**src/rtl/mem_port_arbiter.sv**
```systemverilog
// Round-robin arbiter sharing one unified memory between the CPU and a debug/loader port.
// Each access runs IDLE -> ACCESS (MEM_LAT cycles) -> RESP, with a one-cycle done pulse to the winner.
module mem_port_arbiter #(
   parameter int unsigned AW      = 32,
   parameter int unsigned DW      = 32,
   parameter int unsigned MEM_LAT = 1
) (
   input  logic          clk,
   input  logic          reset,
   input  logic          cpu_req,
   input  logic          cpu_we,
   input  logic [AW-1:0] cpu_addr,
   input  logic [DW-1:0] cpu_wdata,
   output logic          cpu_gnt,
   output logic          cpu_done,
   output logic [DW-1:0] cpu_rdata,
   output logic          cpu_stall,
   input  logic          dbg_req,
   input  logic          dbg_we,
   input  logic [AW-1:0] dbg_addr,
   input  logic [DW-1:0] dbg_wdata,
   input  logic          dbg_lock,
   output logic          dbg_gnt,
   output logic          dbg_done,
   output logic [DW-1:0] dbg_rdata,
   output logic          mem_en,
   output logic          mem_we,
   output logic [AW-1:0] mem_addr,
   output logic [DW-1:0] mem_wdata,
   input  logic [DW-1:0] mem_rdata
);

   localparam logic [1:0] IDLE   = 2'd0;
   localparam logic [1:0] ACCESS = 2'd1;
   localparam logic [1:0] RESP   = 2'd2;

   localparam logic [3:0] CNT_LAST = 4'(MEM_LAT - 1);

   logic [1:0]    state_q, state_d;
   logic [3:0]    cnt_q, cnt_d;
   logic          owner_q, owner_d;     // 1 = debug port owns the current access
   logic          last_q, last_d;       // 1 = debug port was served last
   logic          we_q, we_d;
   logic          mem_en_q, mem_en_d;
   logic          mem_we_q, mem_we_d;
   logic [AW-1:0] mem_addr_q, mem_addr_d;
   logic [DW-1:0] mem_wdata_q, mem_wdata_d;
   logic          cpu_gnt_q, cpu_gnt_d;
   logic          dbg_gnt_q, dbg_gnt_d;
   logic          cpu_done_q, cpu_done_d;
   logic          dbg_done_q, dbg_done_d;
   logic [DW-1:0] cpu_rdata_q, cpu_rdata_d;
   logic [DW-1:0] dbg_rdata_q, dbg_rdata_d;

   logic cpu_elig, dbg_elig, pick_dbg;

   assign cpu_elig = cpu_req & ~dbg_lock;
   assign dbg_elig = dbg_req;
   // Debug wins when alone, or when both compete and the CPU was served last.
   assign pick_dbg = dbg_elig & (~cpu_elig | ~last_q);

   always_ff @(posedge clk or posedge reset) begin
      if (reset) begin
         state_q     <= IDLE;
         cnt_q       <= 4'd0;
         owner_q     <= 1'b0;
         last_q      <= 1'b1;
         we_q        <= 1'b0;
         mem_en_q    <= 1'b0;
         mem_we_q    <= 1'b0;
         mem_addr_q  <= '0;
         mem_wdata_q <= '0;
         cpu_gnt_q   <= 1'b0;
         dbg_gnt_q   <= 1'b0;
         cpu_done_q  <= 1'b0;
         dbg_done_q  <= 1'b0;
         cpu_rdata_q <= '0;
         dbg_rdata_q <= '0;
      end else begin
         state_q     <= state_d;
         cnt_q       <= cnt_d;
         owner_q     <= owner_d;
         last_q      <= last_d;
         we_q        <= we_d;
         mem_en_q    <= mem_en_d;
         mem_we_q    <= mem_we_d;
         mem_addr_q  <= mem_addr_d;
         mem_wdata_q <= mem_wdata_d;
         cpu_gnt_q   <= cpu_gnt_d;
         dbg_gnt_q   <= dbg_gnt_d;
         cpu_done_q  <= cpu_done_d;
         dbg_done_q  <= dbg_done_d;
         cpu_rdata_q <= cpu_rdata_d;
         dbg_rdata_q <= dbg_rdata_d;
      end
   end

   always_comb begin
      state_d     = state_q;
      cnt_d       = cnt_q;
      owner_d     = owner_q;
      last_d      = last_q;
      we_d        = we_q;
      mem_en_d    = 1'b0;
      mem_we_d    = 1'b0;
      mem_addr_d  = mem_addr_q;
      mem_wdata_d = mem_wdata_q;
      cpu_gnt_d   = cpu_gnt_q;
      dbg_gnt_d   = dbg_gnt_q;
      cpu_done_d  = 1'b0;
      dbg_done_d  = 1'b0;
      cpu_rdata_d = cpu_rdata_q;
      dbg_rdata_d = dbg_rdata_q;
      case (state_q)
         IDLE: begin
            if (cpu_elig | dbg_elig) begin
               state_d     = ACCESS;
               cnt_d       = 4'd0;
               owner_d     = pick_dbg;
               we_d        = pick_dbg ? dbg_we : cpu_we;
               mem_en_d    = 1'b1;
               mem_we_d    = pick_dbg ? dbg_we : cpu_we;
               mem_addr_d  = pick_dbg ? dbg_addr : cpu_addr;
               mem_wdata_d = pick_dbg ? dbg_wdata : cpu_wdata;
               cpu_gnt_d   = ~pick_dbg;
               dbg_gnt_d   = pick_dbg;
            end
         end
         ACCESS: begin
            if (cnt_q == CNT_LAST) begin
               state_d    = RESP;
               cpu_done_d = ~owner_q;
               dbg_done_d = owner_q;
               if (!we_q) begin
                  if (owner_q) dbg_rdata_d = mem_rdata;
                  else         cpu_rdata_d = mem_rdata;
               end
            end else begin
               cnt_d = cnt_q + 4'd1;
            end
         end
         RESP: begin
            state_d   = IDLE;
            cnt_d     = 4'd0;
            last_d    = owner_q;
            cpu_gnt_d = 1'b0;
            dbg_gnt_d = 1'b0;
         end
         default: state_d = IDLE;
      endcase
   end

   assign cpu_gnt   = cpu_gnt_q;
   assign dbg_gnt   = dbg_gnt_q;
   assign cpu_done  = cpu_done_q;
   assign dbg_done  = dbg_done_q;
   assign cpu_rdata = cpu_rdata_q;
   assign dbg_rdata = dbg_rdata_q;
   assign mem_en    = mem_en_q;
   assign mem_we    = mem_we_q;
   assign mem_addr  = mem_addr_q;
   assign mem_wdata = mem_wdata_q;
   assign cpu_stall = cpu_req & ~cpu_done_q;

endmodule
```
**config.mk**
```make
export PLATFORM = sky130hd
export DESIGN_NAME = mem_port_arbiter
export DESIGN_NICKNAME = d
export VERILOG_FILES = /design/src/rtl/mem_port_arbiter.sv
export SDC_FILE = /design/constraint.sdc
export NUM_CORES = 1
export LEC_CHECK = 0
export CORE_ASPECT_RATIO = 0.8
export CORE_MARGIN = 8
export CORE_UTILIZATION = 36
export CTS_CLUSTER_SIZE = 8
export DETAILED_ROUTE_END_ITERATION = 8
export PLACE_DENSITY = 0.81
export SLEW_MARGIN = 10
export SYNTH_ARGS = -nofsm -noshare
export SYNTH_HDL_FRONTEND = slang
export SYNTH_SLANG_ARGS = --single-unit
```
**constraint.sdc**
```tcl
create_clock -name clk -period 4.78 [get_ports clk]
set_input_delay 0.956 -clock clk [delete_from_list [all_inputs] [get_ports clk]]
set_output_delay 0.956 -clock clk [all_outputs]
set_load 0.05 [all_outputs]
```
### Word level (Yosys, flattened, before mapping)

Cells that the tools add are included.

| storage, ports and cells | value |
|---|---|
| logic and storage cells | 64 |
| input port bits | 167 |
| register bits after elaboration | 143 |
| output and inout bits | 135 |

| operators by class | value |
|---|---|
| reduce and logical (&&, ||, !) cells | 10 |
| add/subtract/negate cells | 1 |
| mux-type cells | 21 |
| bitwise logic cells | 12 |
| equality and inequality tests | 5 |

Operators with widths:

| kind | count |
|---|---|
| $mux 32 | 2 |
| $pmux 4 s3 | 1 |
| $mux 1 | 11 |
| $mux 4 | 2 |
| $reduce_and 4->1 | 2 |
| $not 1->1 | 7 |
| $ne 2x2->1 const B | 3 |
| $reduce_and 2->1 | 3 |
| $add 4x1->4 const B | 1 |
| $logic_not 4->1 | 1 |
| $mux 2 | 2 |
| $pmux 1 s2 | 2 |
| $pmux 2 s2 | 1 |
| $and 1x1->1 | 3 |
| $reduce_and 3->1 | 1 |
| $reduce_bool 3->1 | 1 |
| $eq 2x1->1 const B | 1 |
| $eq 2x2->1 const B | 1 |
| $logic_not 2->1 | 1 |
| $or 1x1->1 | 2 |
| $reduce_bool 2->1 | 1 |

### Logic depth before layout (Yosys ltp)

Gate-level depths: netlist of run 1.

| depth | value |
|---|---|
| depth in word-level cells | 8 |
| gate-level depth with buffers | 7 |
| gate-level depth less buffers | 5 |

### Worst setup path before layout of run 1

No wires, ideal clock.

| timing path | value |
|---|---|
| path type | input to output |
| start | input cpu_req |
| end | output cpu_stall |
| buffers on the path | 0 |
| stages on the path | 1 |
| setup slack | 2.161 ns |
| required time | 3.824 ns |
| arrival time | 1.663 ns |
| path through | nor2b_1 |

| on the way | value |
|---|---|
| longest elaborated chain between the ends | 1 |

Ends and longest elaborated chain:

| element | line | source |
|---|---|---|
| start: declaration | 10 | `input logic cpu_req,` |
| $and 1x1->1 | 163 | `assign cpu_stall = cpu_req & ~cpu_done_q;` |
| end: declaration | 17 | `output logic cpu_stall,` |

Every way passes these cells.

### Worst setup path after layout of run 1

Ends and elaborated chain as after synthesis.

==> out/qor.yml, run 1 <==
clock_network:
  holdBufCountCts: 0
  htree_levels: 4
  clkTransAtPathRegs_ps: 60
  insertion_delay_ps: 410
  cts_tree: "built"
  cts_buffers: 17
  clock_sinks: 143
  post_cts_buffers: 0
  ctsResizeCount: 0
  cts-root-to-sink-buffers: 2
  ctsRootBufferMaster: "clkbuf_16"
route:
  dr_wl_met3_um: 1580
  dr.first_iter.drc_count: 321
  drcViolationCount: 0
  routed-wl-met2_um: 9300
  drt-pass1-iter-count: 5
  m1WireLength_um: 8380
  via_count: 4908
  routed_wirelength_um: 19600
  drt-wirelength-per-cell_um: 20.5
  vias_per_cell: 5.15
  top_layer: "met4"
  final_antenna_net_count: 0
worst_setup_path:
  worstPathBufferInverterCount: 2
  ff2ff_setup_slack_ps: 2520
  critical_path_cell_count: 3
  worst-endpoint-required_ps: 3820
  setup.worst_path.end_class: "output port"
  critPathMaxStageDelay_ps: 860
  timing.critical_path.cells: "clkdlybuf4s50_1, nor2b_1, clkdlybuf4s50_1"
  setup.worst_path.start_class: "input port"
  crit-reg2reg-capture: "dbg_rdata[17]"
  worst_path_dominant_cell_family: "buffers and inverters"
  r2r_start: "cnt_q[0]"
  timing.critical_path.arrival_ps: 2490
  reg2regPathDepth: 6
  worst_path_most_repeated_cell: "clkdlybuf4s50_1"
  worst-path-max-fanout: 3
  cpMaxStageDelayCell: "clkdlybuf4s50_1"
  timing_worst_setup_path_type: "in2out"
  critical_path.startpoint: "cpu_req"
  worstSetupEndpoint: "cpu_stall"
synth:
  post_synth_and_or_nand_nor_area_fraction_pct: 9.81
  yosys_register_bits: 143
  mappedNetlistArea_sq_um: 5900
  xor_and_xnor_fraction_of_the_mapped_netlist_area_pct: 0
  ys_types: 37
  avgSynthCellArea_sq_um: 13.7
  synth_adder_area_share_pct: 0.424
  synthMuxAreaShare_pct: 12.4
  postSynthCellCount: 430
  syn-num-nets: 599
  yosysWarnings: 0
  synth-compound-area-share_pct: 13.2
  synth_sequential_area_ratio_pct: 60.6
  synth_top_family_by_area: "compound AO/OA/AOI/OAI gates"
layout:
  layout-drive-gt1-share_pct: 10.9
  multi_input_area_sq_um: 2150
  synthToLayoutAreaGrowth_pct: 64.3
  sequential_cell_area_sq_um: 3580
  layout.filler_cells: 1285
  diodes: 0
  final_net_count: 889
  final_cell_area_sq_um: 9700
sta:
  timing_max_transition_violations_final: 0
  rsz0062_at_grt: "false"
  timing_hold_violations_final: 0
  worst_hold_slack_ps: 488
  tightestPinTransition_ps: 1090
  period_needed_ps: 3440
  final_min_period_over_clock_period_pct: 72.1
  max_freq_mhz: 290
  setup_viol_count_final: 0
  fin_tns_setup_ps: 0
  relSlewSlack_pct: 27.6
  timing.clock.skew_ps: 8.90
pwr:
  power_density_nw_per_um2: 816
  p_leak_uw: 0.00423
  ir_drop_v: 0.000350
global_routing:
  largest_net_degree_at_the_start_of_global_routing: 144
  global_route_total_usage_across_every_layer_pct: 18.7
  first_global_vias: 5380
  grt_first_pass_wirelength_um: 30600
  grt_antenna_before_repair: 0
  overflow: 0
die:
  start_util_pct: 36.2
  floorplan.die.height_um: 131
  design.portCount: 302
  core_area_sq_um: 16300
  placement_rows: 42
  die_area_sq_um: 20800
  die_w_um: 159
worst_hold_path:
  hold_class: "reg2reg"
placement:
  hpwl_detailed_um: 14700
  finalWeightedCongestion: 0.832
  io_buffers: 301
  placement.cell_area_sq_um: 9120
job:
  cap_violations: 0
outcome:
  run_status: "finished, final reports clean"
==> Yosys cell counts <==
cell | count | area [sq um]
and2_1 | 1 | 6.26
a2111oi_1 | 1 | 10.0
or4b_1 | 1 | 10.0
mux2i_1 | 1 | 10.0
nor2b_1 | 2 | 12.5
buf_2 | 10 | 50.1
and3_1 | 65 | 407
buf_1 | 1 | 3.75
buf_6 | 3 | 33.8
a21o_1 | 1 | 7.51
o31a_1 | 1 | 8.76
nor4_2 | 1 | 12.5
a2111oi_0 | 1 | 8.76
dfrtp_1 | 142 | 3550
nand2b_1 | 1 | 6.26
o21bai_1 | 1 | 7.51
nor4b_1 | 2 | 17.5
inv_1 | 10 | 37.5
a221o_1 | 65 | 651
clkbuf_1 | 23 | 86.3
mux2_2 | 32 | 360
a311o_1 | 4 | 40.0
nor3b_1 | 1 | 7.51
nand3_1 | 2 | 10.0
mux2_1 | 32 | 360
o21ai_0 | 3 | 15.0
ha_1 | 2 | 25.0
nand2_1 | 6 | 22.5
nor4_1 | 1 | 6.26
o21a_1 | 1 | 7.51
nand4bb_4 | 1 | 27.5
or3b_2 | 1 | 8.76
nor2_1 | 4 | 15.0
a211oi_1 | 1 | 7.51
dfstp_2 | 1 | 26.3
nor3_1 | 2 | 10.0
a21oi_1 | 3 | 15.0
==> stage by stage <==
stage,cells,power [uW],setup WS (ps),utilization [%]
after detailed placement,921,6700,1330,56.0
after CTS,953,8010,1330,59.5
after global routing,953,8280,1270,59.5
after floorplan,430,5030,2030,-
final,953,7920,1340,59.5
after global placement,921,6590,1350,56.0
==> routing by layer <==
metal	up-vias	global-route usage, %
li1	2239	-
met1	2404	23.4
met2	245	29.8
met3	20	7.26
met4	0	5.81
met5	-	0
==> worst min path at each step <==
stage | from | end | slack, ps | depth (start not counted)
5_1_grt | dbg_rdata[6] | dbg_rdata[6] | 510 | 1
6_report | dbg_rdata[31] | dbg_rdata[31] | 490 | 1
3_3_place_gp | cpu_rdata[26] | cpu_rdata[26] | 470 | 1
4_1_cts | dbg_rdata[15] | dbg_rdata[15] | 500 | 1
2_1_floorplan | last_q | last_q | 460 | 2
3_5_place_dp | dbg_rdata[4] | dbg_rdata[4] | 480 | 1
==> worst reg2reg max path, stage by stage (launching register included) <==
cell and delay (ps):
dfrtp_1 430, inv_1 100, ha_1 230, nand4bb_4 180
or4b_1 530, buf_4 280, mux2_1 400
==> power breakdown <==
| part | internal, uW | switching (uW) |
|---|---|---|
| clock | 732 | 547 |
| combinational | 1610 | 2850 |
| sequential | 1800 | 371 |
==> state kept, by name, summed over array words and instances (netlist names), 2 cells and up <==
register and flops:
dbg_rdata 32, cnt_q 4, mem_wdata 32, mem_addr 32, cpu_rdata 32, state_q 2
==> cell usage in the layout (no fill, tap or decap), drive strengths merged <==
cell type      Yosys  routed
nor2b              2       2
clkinvlp           0       3
o21bai             1       1
o21ai              3       3
a2111oi            2       2
dfrtp            142     142
clkinv             0       6
a211oi             1       1
clkbuf            23      17
and3              65      65
nand2              6       6
buf               14       7
mux2i              1       1
nand4bb            1       1
nor2               4       4
inv               10      15
nor4               2       2
o21a               1       1
nor3               2       2
or3b               1       1
or4b               1       1
nand3              2       2
a21o               1       1
clkdlybuf4s50      0     301
mux2              64      64
bufinv             0       1
a221o             65      65
ha                 2       2
nor3b              1       1
a21oi              3       3
o31a               1       1
nand2b             1       1
and2               1       1
dfstp              1       1
nor4b              2       2
a311o              4       4
==> cell type report <==
cell class,count,share of cell area (%)
Clock buffer,17,4.39
Clock inverter,15,1.57
Inverter,10,0.426
Multi-Input combinational cell,240,22.1
Sequential cell,143,36.9
Tap cell,220,2.84
Timing Repair Buffer,308,31.7
==> cells by family after synthesis <==
| kind of cell | after synthesis |
|---|---|
| adder cells (fa/ha/maj) | 2 |
| buffers and inverters | 47 |
| multiplexers | 65 |
| AND/OR/NAND/NOR | 91 |
| AO/OA/AOI/OAI | 82 |
| flip-flops | 143 |
No activity file was read; power rests on OpenSTA's default activity.
==> inputs of run 2 (changes only) <==
--- a/config.mk
+++ b/config.mk
@@ -7,10 +7,10 @@
 export LEC_CHECK = 0
 export CORE_ASPECT_RATIO = 0.8
 export CORE_MARGIN = 8
-export CORE_UTILIZATION = 36
+export CORE_UTILIZATION = 40
 export CTS_CLUSTER_SIZE = 8
 export DETAILED_ROUTE_END_ITERATION = 8
-export PLACE_DENSITY = 0.81
+export PLACE_DENSITY = 0.85
 export SLEW_MARGIN = 10
 export SYNTH_ARGS = -nofsm -noshare
 export SYNTH_HDL_FRONTEND = slang
==> constraint.sdc (replaced) <==
create_clock -name clk -period 3.4 [get_ports clk]
set_input_delay 0.68 -clock clk [delete_from_list [all_inputs] [get_ports clk]]
set_output_delay 0.68 -clock clk [all_outputs]
set_load 0.05 [all_outputs]
==> out/qor.yml, run 2 (synthesis gave the netlist of run 1 again) <==
worst_setup_path:
  timing.critical_path.arrival_ps: 2180
  timing_worst_setup_path_type: "in2out"
  r2r_start: "cnt_q[0]"
  ff2ff_setup_slack_ps: 1130
  critPathMaxStageDelay_ps: 840
  reg2regPathDepth: 6
  worst-path-max-fanout: 3
  setup.worst_path.start_class: "input port"
  timing.critical_path.cells: "clkdlybuf4s50_1, nor2b_1, clkdlybuf4s50_1"
  worst_path_most_repeated_cell: "clkdlybuf4s50_1"
  cpMaxStageDelayCell: "clkdlybuf4s50_1"
  crit-reg2reg-capture: "dbg_rdata[13]"
  worst-endpoint-required_ps: 2720
  setup.worst_path.end_class: "output port"
sta:
  timing.clock.skew_ps: 6.83
  fin_tns_setup_ps: 0
  timing_hold_violations_final: 0
  tightestPinTransition_ps: 783
  setup_viol_count_final: 0
  max_freq_mhz: 350
  rsz0062_at_grt: "false"
  relSlewSlack_pct: 47.8
  period_needed_ps: 2860
  final_min_period_over_clock_period_pct: 84.0
  timing_max_transition_violations_final: 0
route:
  drcViolationCount: 0
  dr.first_iter.drc_count: 260
  via_count: 4916
  drt-pass1-iter-count: 5
  routed_wirelength_um: 20100
  vias_per_cell: 5.37
  drt-wirelength-per-cell_um: 22.0
  final_antenna_net_count: 0
job:
  cap_violations: 0
placement:
  placement.cell_area_sq_um: 9100
  io_buffers: 301
  hpwl_detailed_um: 15200
  finalWeightedCongestion: 0.834
pwr:
  ir_drop_v: 0.00110
  power.combinational.fraction_pct: 56.0
  pwr-share-seq_pct: 27.5
  total_power_uw: 11300
  p_leak_uw: 0.00425
  p_sw_share_pct: 46.7
  internal_power_uw: 6000
  switchingPower_uw: 5270
  power_density_nw_per_um2: 1160
  clkPwrFrac_pct: 16.5
clock_network:
  insertion_delay_ps: 410
  ctsRootBufferMaster: "clkbuf_16"
  cts_buffers: 17
  cts-root-to-sink-buffers: 2
  htree_levels: 4
  cts_tree: "built"
  post_cts_buffers: 0
  holdBufCountCts: 0
  ctsResizeCount: 0
  clock_sinks: 143
  clkTransAtPathRegs_ps: 60
outcome:
  run_status: "finished, final reports clean"
global_routing:
  grt_antenna_before_repair: 1
  largest_net_degree_at_the_start_of_global_routing: 144
  grt_first_pass_wirelength_um: 31700
  global_route_total_usage_across_every_layer_pct: 21.1
  first_global_vias: 5365
  overflow: 0
worst_hold_path:
  hold_path.startpoint: "dbg_rdata[27]"
  holdPathStages: 1
  hold_class: "reg2reg"
  hold-path-endpoint: "dbg_rdata[27]"
die:
  core_area_sq_um: 14300
  start_util_pct: 41.2
  die_w_um: 152
  design.portCount: 302
  die_area_sq_um: 18900
  placement_rows: 39
  floorplan.die.height_um: 125
layout:
  most-common-layout-cells: "clkdlybuf4s50_1 (301), dfrtp_1 (142), and3_1 (65), a221o_1 (65)"
  final_net_count: 889
  final_cell_area_sq_um: 9690
  layout-drive-gt1-share_pct: 10.4
  most_common_cell_after_layout_fill_and_taps_aside: "clkdlybuf4s50_1"
  synthToLayoutAreaGrowth_pct: 64.2
  diodes: 0
run 2: cell count changes in the layout (fill, tap and decap cells not counted), sizes merged:
cell,before,now
bufinv,1,3
clkbuf,17,20
clkinvlp,3,2
inv,15,9
run 2: area by class of cell:
class	instances	area [sq um]
Fill cell	990	4650
Sequential cell	143	3580
Timing Repair Buffer	308	3100
Multi-Input combinational cell	240	2140
Clock buffer	20	457
Tap cell	184	230
Clock inverter	10	139
Inverter	10	41.3
run 2: power groups by stage:
stage               registers (uW)  logic, uW  clock network [uW]
detailed placement            3100       6360                   0
floorplan                     5690       1390                   0
global placement              3040       6250                   0
CTS                           3090       6370                1900
finish                        3100       6300                1860
global route                  3190       6550                1980
run 2: metal layers:
| metal | vias to the layer above | track usage [%] | part of all wire [%] | wire, um |
|---|---|---|---|---|
| met2 | 247 | 35.0 | 49 | 9910 |
| met4 | 2 | 5.87 | 1.5 | 293 |
| li1 | 2225 | - | - | - |
| met3 | 21 | 8.32 | 7.5 | 1520 |
| met5 | - | 0 | 0.065 | 13 |
| met1 | 2421 | 24.8 | 42 | 8360 |
run 2: worst max path at each step:
stage	from	endpoint	slack (ps)	cells after the start
floorplan	reset	cnt_q[0]	930	1
global placement	cpu_req	cpu_stall	540	3
detailed placement	cpu_req	cpu_stall	530	3
CTS	cpu_req	cpu_stall	530	3
global route	cpu_req	cpu_stall	490	3
finish	cpu_req	cpu_stall	540	3
run 2: worst max-delay path: cells and delay by family:
| family | cells | cell delay [ps] |
|---|---|---|
| buffers and inverters | 2 | 1350 |
| and+or+nand+nor | 1 | 140 |
run 2: through the flow:
stage / hold WS, ps / utilization, % / setup WS (ps) / std cells
6_report: 496 / 67.6 / 542 / 915
5_1_grt: 516 / 67.6 / 486 / 915
4_1_cts: 499 / 67.6 / 530 / 915
3_5_place_dp: 486 / 63.4 / 530 / 885
3_3_place_gp: 466 / 63.4 / 542 / 885
2_1_floorplan: 462 / - / 930 / 430
==> inputs of run 3 (changes only) <==
==> constraint.sdc (replaced) <==
create_clock -name clk -period 2.7 [get_ports clk]
set_input_delay 0.54 -clock clk [delete_from_list [all_inputs] [get_ports clk]]
set_output_delay 0.54 -clock clk [all_outputs]
set_load 0.05 [all_outputs]
==> out/qor.yml, run 3 (synthesis gave the netlist of run 1 again) <==
placement:
  hpwl_detailed_um: 15300
  dp_slack_ps: 253
  finalWeightedCongestion: 0.861
  io_buffers: 301
  placement.cell_area_sq_um: 9170
layout:
  sequential_cell_area_sq_um: 3580
  most-common-layout-cells: "clkdlybuf4s50_1 (300), dfrtp_1 (142), and3_1 (65), a221o_1 (65)"
  postLayoutCoreUtil_pct: 68.1
  layout.filler_cells: 989
  multi_input_area_sq_um: 2140
  layout-drive-gt1-share_pct: 11.0
  most_common_cell_after_layout_fill_and_taps_aside: "clkdlybuf4s50_1"
  final_cell_area_sq_um: 9770
  synthToLayoutAreaGrowth_pct: 65.4
  final_net_count: 892
  diodes: 0
sta:
  setup_viol_count_final: 0
  rsz0062_at_grt: "false"
  period_needed_ps: 2310
  final_min_period_over_clock_period_pct: 85.5
  relSlewSlack_pct: 46.2
  post-route-worst-setup-slack_ps: 391
  fin_tns_setup_ps: 0
  timing_max_transition_violations_final: 0
  tightestPinTransition_ps: 807
  timing_hold_violations_final: 0
  max_freq_mhz: 433
  timing.clock.skew_ps: 7.63
pwr:
  p_leak_uw: 0.00428
  total_power_uw: 14300
  ir_drop_v: 0.00118
  power_density_nw_per_um2: 1460
outcome:
  run_status: "finished, final reports clean"
worst_setup_path:
  crit-reg2reg-capture: "dbg_rdata[1]"
  setup.worst_path.end_class: "flip-flop"
  ff2ff_setup_slack_ps: 390
  setup.worst_path.start_class: "flip-flop"
  r2r_start: "cnt_q[0]"
  timing_worst_setup_path_type: "reg2reg"
  reg2regPathDepth: 6
  worst-endpoint-required_ps: 3000
  worst-path-max-fanout: 32
  timing.critical_path.arrival_ps: 2610
global_routing:
  global_route_total_usage_across_every_layer_pct: 21.4
  first_global_vias: 5639
  largest_net_degree_at_the_start_of_global_routing: 67
  grt_antenna_before_repair: 0
  overflow: 0
  grt_first_pass_wirelength_um: 32000
worst_hold_path:
  hold_path.startpoint: "cpu_rdata[26]"
  holdPathStages: 1
  hold-path-endpoint: "cpu_rdata[26]"
  hold_class: "reg2reg"
route:
  routed_wirelength_um: 20300
  drt-pass1-iter-count: 6
  via_count: 5036
  vias_per_cell: 5.47
  drt-wirelength-per-cell_um: 22.1
  drcViolationCount: 0
  final_antenna_net_count: 0
  dr.first_iter.drc_count: 296
die:
  design.portCount: 302
  floorplan.die.height_um: 125
  placement_rows: 39
  die_w_um: 152
  core_area_sq_um: 14300
  die_area_sq_um: 18900
  start_util_pct: 41.2
clock_network:
  clock_sinks: 143
  post_cts_buffers: 0
  holdBufCountCts: 0
  ctsResizeCount: 0
  clkTransAtPathRegs_ps: 60
  insertion_delay_ps: 420
  htree_levels: 4
  cts_tree: "built"
  cts-root-to-sink-buffers: 2
  ctsRootBufferMaster: "clkbuf_16"
  cts_buffers: 17
job:
  cap_violations: 0
[run 3: cell count changes in the layout (fill, tap and decap cells not counted)]
| cell | previous run | this run |
|---|---|---|
| clkinv_4 | 3 | 1 |
| buf_12 | 3 | 7 |
| clkdlybuf4s50_1 | 301 | 300 |
| bufinv_16 | 3 | 2 |
| clkbuf_1 | 1 | 2 |
| inv_6 | 0 | 5 |
| clkinv_2 | 3 | 1 |
| clkbuf_8 | 2 | 3 |
[run 3: metrics by stage]
stage / hold WS, ps / std cells
floorplan: 462 / 430
global placement: 466 / 888
detailed placement: 474 / 888
CTS: 488 / 920
global route: 512 / 920
finish: 483 / 920
[run 3: critical path: stages (launching register included)]
cell and delay, ps:
dfrtp_1 430, inv_1 110, ha_1 250, nand4bb_4 180, or4b_1 540, buf_4 290
mux2_1 370
[run 3: power breakdown]
part           internal [uW]  total (uW)  switching (uW)
clock                   1450        2370             919
sequential              3180        3880             695
combinational           2920        8010            5090
total                   7550       14300            6700
[run 3: worst max path at each step]
stage	startpoint	end	slack [ps]
after floorplan	reset	cnt_q[0]	370
after global placement	dbg_req	mem_wdata[19]	320
after detailed placement	cpu_req	mem_wdata[6]	250
after CTS	cnt_q[0]	dbg_rdata[1]	400
after global routing	cnt_q[0]	dbg_rdata[1]	270
final	cnt_q[0]	dbg_rdata[1]	390
[run 3: final cells by class]
type	count	area share, %
multi-input cells	240	22.0
flip-flops and latches	143	36.6
repair buffers	311	32.5
well taps	184	2.36
clock buffers	22	4.85
inverters	10	0.423
clock inverters	10	1.28
[run 3: per-layer routing]
layer | GRT usage [%] | routed length, um | vias to the layer above
met4 | 8.89 | 554 | 0
li1 | - | - | 2240
met3 | 8.21 | 1630 | 35
met2 | 35.0 | 10000 | 274
met1 | 24.9 | 8140 | 2487
met5 | 0 | 0 | -
